File: src/rtl/alu_arbiter.sv
`default_nettype none
// ============================================================================
// Module   : alu_arbiter
// Purpose  : Round-robin sharing of one ALU between two requesters, with a
//            single-entry tagged response buffer and saturating grant counters.
// Revision : 1.0 - initial release
// ============================================================================
module alu_arbiter #(
    parameter int WIDTH = 64,
    parameter int CNT_W = 16
) (
    input  logic             Clk,
    input  logic             Reset,
    input  logic             req0_valid,
    output logic             req0_ready,
    input  logic [WIDTH-1:0] req0_a,
    input  logic [WIDTH-1:0] req0_b,
    input  logic [3:0]       req0_ctrl,
    input  logic             req1_valid,
    output logic             req1_ready,
    input  logic [WIDTH-1:0] req1_a,
    input  logic [WIDTH-1:0] req1_b,
    input  logic [3:0]       req1_ctrl,
    output logic             rsp_valid,
    input  logic             rsp_ready,
    output logic             rsp_id,
    output logic [WIDTH-1:0] rsp_busW,
    output logic             rsp_zero,
    output logic             rsp_err,
    output logic [CNT_W-1:0] cnt0,
    output logic [CNT_W-1:0] cnt1
);

    localparam logic [0:0] S_EMPTY = 1'b0;
    localparam logic [0:0] S_FULL  = 1'b1;

    localparam logic [3:0] c_OP_AND  = 4'd0;
    localparam logic [3:0] c_OP_ORR  = 4'd1;
    localparam logic [3:0] c_OP_ADD  = 4'd2;
    localparam logic [3:0] c_OP_SUB  = 4'd6;
    localparam logic [3:0] c_OP_PASS = 4'd7;

    localparam logic [CNT_W-1:0] c_CNT_MAX = {CNT_W{1'b1}};

    logic [0:0]       r_state;
    logic [0:0]       w_nextState;
    logic             w_canAccept;
    logic             w_accept;
    logic             w_grantId;
    logic             r_lastGrant;
    logic             r_rspId;
    logic [WIDTH-1:0] r_rspBusW;
    logic             r_rspZero;
    logic             r_rspErr;
    logic [CNT_W-1:0] r_cnt0;
    logic [CNT_W-1:0] r_cnt1;
    logic [WIDTH-1:0] w_aluA;
    logic [WIDTH-1:0] w_aluB;
    logic [3:0]       w_aluCtrl;
    logic [WIDTH-1:0] w_aluRes;
    logic             w_aluErr;

    // A full buffer being drained this cycle frees its slot for a new op.
    assign w_canAccept = (r_state == S_EMPTY) || rsp_ready;

    always_comb begin
        w_accept  = 1'b0;
        w_grantId = 1'b0;
        if (w_canAccept) begin
            if (req0_valid && req1_valid) begin
                w_accept  = 1'b1;
                w_grantId = ~r_lastGrant;
            end else if (req0_valid) begin
                w_accept  = 1'b1;
                w_grantId = 1'b0;
            end else if (req1_valid) begin
                w_accept  = 1'b1;
                w_grantId = 1'b1;
            end
        end
    end

    always_ff @(posedge Clk) begin
        if (Reset) begin
            r_state <= S_EMPTY;
        end else begin
            r_state <= w_nextState;
        end
    end

    always_comb begin
        w_nextState = r_state;
        case (r_state)
            S_EMPTY: if (w_accept) w_nextState = S_FULL;
            S_FULL: begin
                if (w_accept) begin
                    w_nextState = S_FULL;
                end else if (rsp_ready) begin
                    w_nextState = S_EMPTY;
                end
            end
            default: w_nextState = S_EMPTY;
        endcase
    end

    always_comb begin
        rsp_valid  = (r_state == S_FULL);
        req0_ready = w_accept && !w_grantId;
        req1_ready = w_accept && w_grantId;
    end

    // Ungranted cycles steer req0 into the ALU; the result is simply not loaded.
    assign w_aluA    = w_grantId ? req1_a    : req0_a;
    assign w_aluB    = w_grantId ? req1_b    : req0_b;
    assign w_aluCtrl = w_grantId ? req1_ctrl : req0_ctrl;

    always_comb begin
        w_aluRes = '0;
        w_aluErr = 1'b0;
        case (w_aluCtrl)
            c_OP_AND:  w_aluRes = w_aluA & w_aluB;
            c_OP_ORR:  w_aluRes = w_aluA | w_aluB;
            c_OP_ADD:  w_aluRes = w_aluA + w_aluB;
            c_OP_SUB:  w_aluRes = w_aluA - w_aluB;
            c_OP_PASS: w_aluRes = w_aluB;
            default:   w_aluErr = 1'b1;
        endcase
    end

    always_ff @(posedge Clk) begin
        if (Reset) begin
            r_lastGrant <= 1'b1;
            r_rspId     <= 1'b0;
            r_rspBusW   <= '0;
            r_rspZero   <= 1'b0;
            r_rspErr    <= 1'b0;
            r_cnt0      <= '0;
            r_cnt1      <= '0;
        end else if (w_accept) begin
            r_lastGrant <= w_grantId;
            r_rspId     <= w_grantId;
            r_rspBusW   <= w_aluRes;
            r_rspZero   <= !w_aluErr && (w_aluRes == '0);
            r_rspErr    <= w_aluErr;
            if (!w_grantId && (r_cnt0 != c_CNT_MAX)) r_cnt0 <= r_cnt0 + 1'b1;
            if (w_grantId && (r_cnt1 != c_CNT_MAX)) r_cnt1 <= r_cnt1 + 1'b1;
        end
    end

    assign rsp_id   = r_rspId;
    assign rsp_busW = r_rspBusW;
    assign rsp_zero = r_rspZero;
    assign rsp_err  = r_rspErr;
    assign cnt0     = r_cnt0;
    assign cnt1     = r_cnt1;

endmodule
`default_nettype wire
File: config.mk
export PLATFORM = sky130hd
export DESIGN_NAME = alu_arbiter
export DESIGN_NICKNAME = d
export VERILOG_FILES = /design/src/rtl/alu_arbiter.sv
export SDC_FILE = /design/constraint.sdc
export NUM_CORES = 1
export LEC_CHECK = 0
export CORE_MARGIN = 8
export CORE_UTILIZATION = 55
export CTS_CLUSTER_SIZE = 8
export DETAILED_ROUTE_END_ITERATION = 10
export PLACE_DENSITY = 0.95
export SKIP_LAST_GASP = 1
export SLEW_MARGIN = 20
export SYNTH_ARGS = -nofsm -noshare
export SYNTH_HDL_FRONTEND = slang
export SYNTH_SLANG_ARGS = --single-unit
File: constraint.sdc
create_clock -name Clk -period 14.6 [get_ports Clk]
set_clock_uncertainty 0.2 [all_clocks]
set_input_delay 1.46 -clock Clk [delete_from_list [all_inputs] [get_ports Clk]]
set_output_delay 1.46 -clock Clk [all_outputs]
set_load 0.05 [all_outputs]
==> impl_summary.log <==
INFO  metric run_status = completed
INFO  metric place_hpwl = 54.32 mm
INFO  metric synth.yosys.warnings = 0
INFO  metric yosys_most_used_dff = sky130_fd_sc_hd__dfxtp_1
INFO  metric final_max_slew_viol_count = 0
INFO  metric r2r.worst_path.cells = 25
INFO  metric cts_setup_buffers = 0
INFO  metric drt_first_iter_violations = 2996
INFO  metric gp_congestion = 1.108
INFO  metric grt_antenna_before_repair = 1
INFO  metric cp-start-kind = primary input
INFO  metric slowest_stage = sky130_fd_sc_hd__o41ai_1
INFO  metric cts_buffer_depth = 2
INFO  metric path_class = in2reg
INFO  metric syn-instance-count = roughly 2.1k
INFO  metric tritoncts_clock_tree = yes
INFO  metric cts_hold_buffers = 0
INFO  metric via_count = 18.79k
INFO  metric groute.usage.overall = 41.03%
INFO  metric area.sequential = 2022 um^2
INFO  metric dieWidth = 175.9 um
INFO  metric synthDominantCellAreaShare = 14.37%
INFO  metric yosys_reg_bits = 101
INFO  metric ant_nets = 0
INFO  metric share_clk_of_total_power = 15.7%
INFO  metric layout_commonest_cell = sky130_fd_sc_hd__clkdlybuf4s50_1
INFO  metric drt_pass1_iterations = 6
INFO  metric min_period_over_period = 70.22%
INFO  metric worstHoldPathType = reg2reg
INFO  metric postSynth.asyncResetShare = 0%
INFO  metric hold_path_end = rsp_busW[2]
INFO  metric hold_path_startpoint = rsp_busW[2]
INFO  metric grt_start_max_net_pins = between 100 and 150
INFO  metric area.growth.synth_to_final = 28.79%
INFO  metric wirelength = 67.62 mm
INFO  metric finish.net_count = approximately 2.7k
INFO  metric total_leakage_power = 7.038 nW
INFO  metric finalHoldViolations = 0
INFO  metric finalSetupViolCount = 0
INFO  metric worstHoldPathCells = 2
INFO  metric post_cts_resize_count = 0
INFO  metric r2r_start = rsp_valid
INFO  metric die_area = between 30000 and 40000 um^2
INFO  metric power_per_cell_area = 82.61 nW/um^2
INFO  metric ys_seq_area_share = 14.37%
INFO  metric detail_route.wl_per_cell = 25.17 um
INFO  metric max_clock_freq = 0.09753 GHz
INFO  metric insertedDiodeCount = 0
INFO  metric final.setup.tns = 0 ps
INFO  metric postPlaceCellArea = 17830 um^2
INFO  metric floorplan.initialDensity = 55.86%
INFO  metric cpMostUsedCell = sky130_fd_sc_hd__a21oi_1
INFO  metric cpPeakStageDelay = approximately 750 ps
INFO  metric max_slew.worst_pin.slew = 1255 ps
INFO  metric floorplan.core_area = roughly 25000 um^2
INFO  metric post_synth_num_cell_types = 85
INFO  metric via_per_inst = 6.994
INFO  metric timing.reg2reg.setup_slack = 5690 ps
INFO  metric sw_frac_of_total = approximately 50%
INFO  metric layout.cell_area.non_filler = 18120 um^2
INFO  metric numPortBuffers = 370
INFO  metric grt_first_pass_wirelength = 101.5 mm
INFO  metric timing.rr.end = rsp_zero
INFO  metric synth-edff-count = 0
INFO  metric p_int = 754.5 uW
INFO  metric worst-path-buf-inv = 4
INFO  metric clockRootBuffer = sky130_fd_sc_hd__clkbuf_16
INFO  metric power_frac_comb = 63.6%
INFO  metric cts_htree_levels = 3
INFO  metric clock-sinks = 101
INFO  metric chipHeight = 175.9 um
INFO  metric seq_power_share = roughly a fifth
INFO  metric multi_input_gate_area = 11350 um^2
INFO  metric cp.arrival = 10350 ps
INFO  metric layout.cells.most_common_list = 369 x sky130_fd_sc_hd__clkdlybuf4s50_1, 280 x sky130_fd_sc_hd__nand2_1, 201 x sky130_fd_sc_hd__nor2_1
INFO  metric post_synth.cell_area_avg = slightly below 7 um^2
INFO  metric p_sw = 742.2 uW
INFO  metric final_period_minus_worst_setup_slack = between 10000 and 15000 ps
INFO  metric critical-path-top-delay-family = compound AO/OA/AOI/OAI gates
INFO  metric timing.critical_path.to_type = flop
INFO  metric worst_skew_pair.late_latency = 350 ps
INFO  metric fill_cells = slightly above 2k
INFO  metric number_of_buffers_inserted_during_clock_tree_synthesis = 9
INFO  metric vdd_ir_drop_max = 0.09638 mV
INFO  metric relSlewSlack = between 10% and 20%
INFO  metric drc = 0
INFO  metric clkTransAtPathRegs = roughly 80 ps
INFO  metric grt_overflow_total = 0
INFO  metric synth.top_cells.by_area = sky130_fd_sc_hd__dfxtp_1 14%, sky130_fd_sc_hd__nand2_1 7.5%, sky130_fd_sc_hd__a21oi_1 6.3%, sky130_fd_sc_hd__ha_1 5.7%, sky130_fd_sc_hd__nor2_1 5.4%
INFO  metric first_global_vias = 17.45k
INFO  metric core.rowCount = 58
INFO  metric synth.largest_area_cell = sky130_fd_sc_hd__dfxtp_1
INFO  metric unrepaired_setup_endpoints_after_global_routing = no
INFO  metric postSynthNetCount = 2427
INFO  metric max_cap_violations = 0
INFO  metric io-pin-count = between 300 and 400
INFO  metric timing.critical_path.required = 14700 ps
INFO  metric drive_gt1_share = 4.160%
INFO  metric worst-path-max-fanout = 100
INFO  metric syn-cell-area = 14070 um^2
## cells by family (layout without fill, tap and decap cells)
family          after synthesis  in the layout  synth area share (%)
simple gates                873            873                 29.67
buf+inv                     192            455                 5.221
mux                          89             89                 6.511
compound gates              650            650                 30.69
flops                       101            101                 14.37
xor+xnor                    119            119                 7.409
fa+ha+maj                    69             69                 6.119
## metrics by stage
| stage | worst slack [ps] | cells | hold WS (ps) | power, mW | util, % |
|---|---|---|---|---|---|
| final | 4347 | 2686 | 276.1 | 1.497 | 71.95 |
| after global routing | 3859 | 2686 | 305.2 | 1.560 | 71.95 |
| after CTS | 4648 | 2686 | 273.6 | 1.454 | 71.94 |
| after detailed placement | 4283 | 2670 | 256.8 | 1.218 | 70.80 |
| after global placement | 4540 | 2670 | 249.5 | 1.210 | 70.80 |
| after floorplan | 6471 | 2093 | 284.7 | 0.9018 | - |
## sequential cells by signal, summed over array words and instances, names as in the netlist
signal       cells
cnt1            16
rsp_valid        1
r_lastGrant      1
rsp_busW        64
rsp_err          1
rsp_id           1
rsp_zero         1
cnt0            16
## per-layer routing
| layer | share of wire, % | GRT usage (%) | up-vias | wire length (um) |
|---|---|---|---|---|
| met4 | 3.7 | 13.81 | 2 | 2477 |
| met5 | 0.019 | 0 | - | 13 |
| met1 | 39 | 53.43 | 8668 | 26270 |
| met3 | 16 | 16.34 | 225 | 11120 |
| li1 | - | - | 8333 | - |
| met2 | 41 | 60.52 | 1559 | 27740 |
## Yosys cell counts, types with 13 or more instances
library cell / number
sky130_fd_sc_hd__mux2i_1: 69
sky130_fd_sc_hd__nor2b_1: 13
sky130_fd_sc_hd__nand4_1: 67
sky130_fd_sc_hd__a21o_1: 25
sky130_fd_sc_hd__xor2_1: 65
sky130_fd_sc_hd__dfxtp_1: 101
sky130_fd_sc_hd__or4_1: 17
sky130_fd_sc_hd__clkbuf_1: 117
sky130_fd_sc_hd__buf_1: 18
sky130_fd_sc_hd__ha_1: 64
sky130_fd_sc_hd__or3_1: 23
sky130_fd_sc_hd__nor4_1: 27
sky130_fd_sc_hd__xnor2_1: 54
sky130_fd_sc_hd__and3_1: 18
sky130_fd_sc_hd__o21a_1: 29
sky130_fd_sc_hd__o22ai_1: 15
sky130_fd_sc_hd__o31ai_1: 13
sky130_fd_sc_hd__inv_1: 45
sky130_fd_sc_hd__a31oi_1: 25
sky130_fd_sc_hd__a311oi_1: 13
sky130_fd_sc_hd__nor2_1: 202
sky130_fd_sc_hd__and2_1: 15
sky130_fd_sc_hd__nand2_1: 281
sky130_fd_sc_hd__mux2_2: 20
sky130_fd_sc_hd__a2111oi_0: 13
sky130_fd_sc_hd__nand3_1: 75
sky130_fd_sc_hd__nor3_1: 80
sky130_fd_sc_hd__o211ai_1: 19
sky130_fd_sc_hd__o21ai_0: 128
sky130_fd_sc_hd__a21oi_1: 177
sky130_fd_sc_hd__a211oi_1: 53
## worst max path at each step
stage / slack (ps) / endpoint / start / cells after the start
after CTS: 4650 / rsp_zero / req1_valid / 27
after floorplan: 6470 / rsp_zero / req1_valid / 26
after detailed placement: 4280 / rsp_zero / req1_valid / 27
after global placement: 4540 / rsp_zero / req1_valid / 27
final: 4350 / rsp_zero / req1_valid / 26
after global routing: 3860 / rsp_zero / req1_valid / 26
## tightest hold or removal path: stages, from the launching register on
cell and delay, ps:
sky130_fd_sc_hd__dfxtp_1 320, sky130_fd_sc_hd__nand2_1 60, sky130_fd_sc_hd__a21oi_1 60
## final cells by class
type	count	area share (%)
repair buffers	393	21.37
well taps	330	2.279
inverters	46	0.9530
flip-flops and latches	101	11.16
multi-input cells	1800	62.65
clock inverters	7	0.3453
clock buffers	9	1.243
## power by group through the flow
stage | clock network (mW) | registers, mW | logic, mW
2_1_floorplan | 0 | 0.378 | 0.524
3_3_place_gp | 0 | 0.314 | 0.896
3_5_place_dp | 0 | 0.315 | 0.904
4_1_cts | 0.236 | 0.309 | 0.909
5_1_grt | 0.247 | 0.311 | 1.00
6_report | 0.236 | 0.309 | 0.952
No activity file was read; power rests on OpenSTA's default activity.
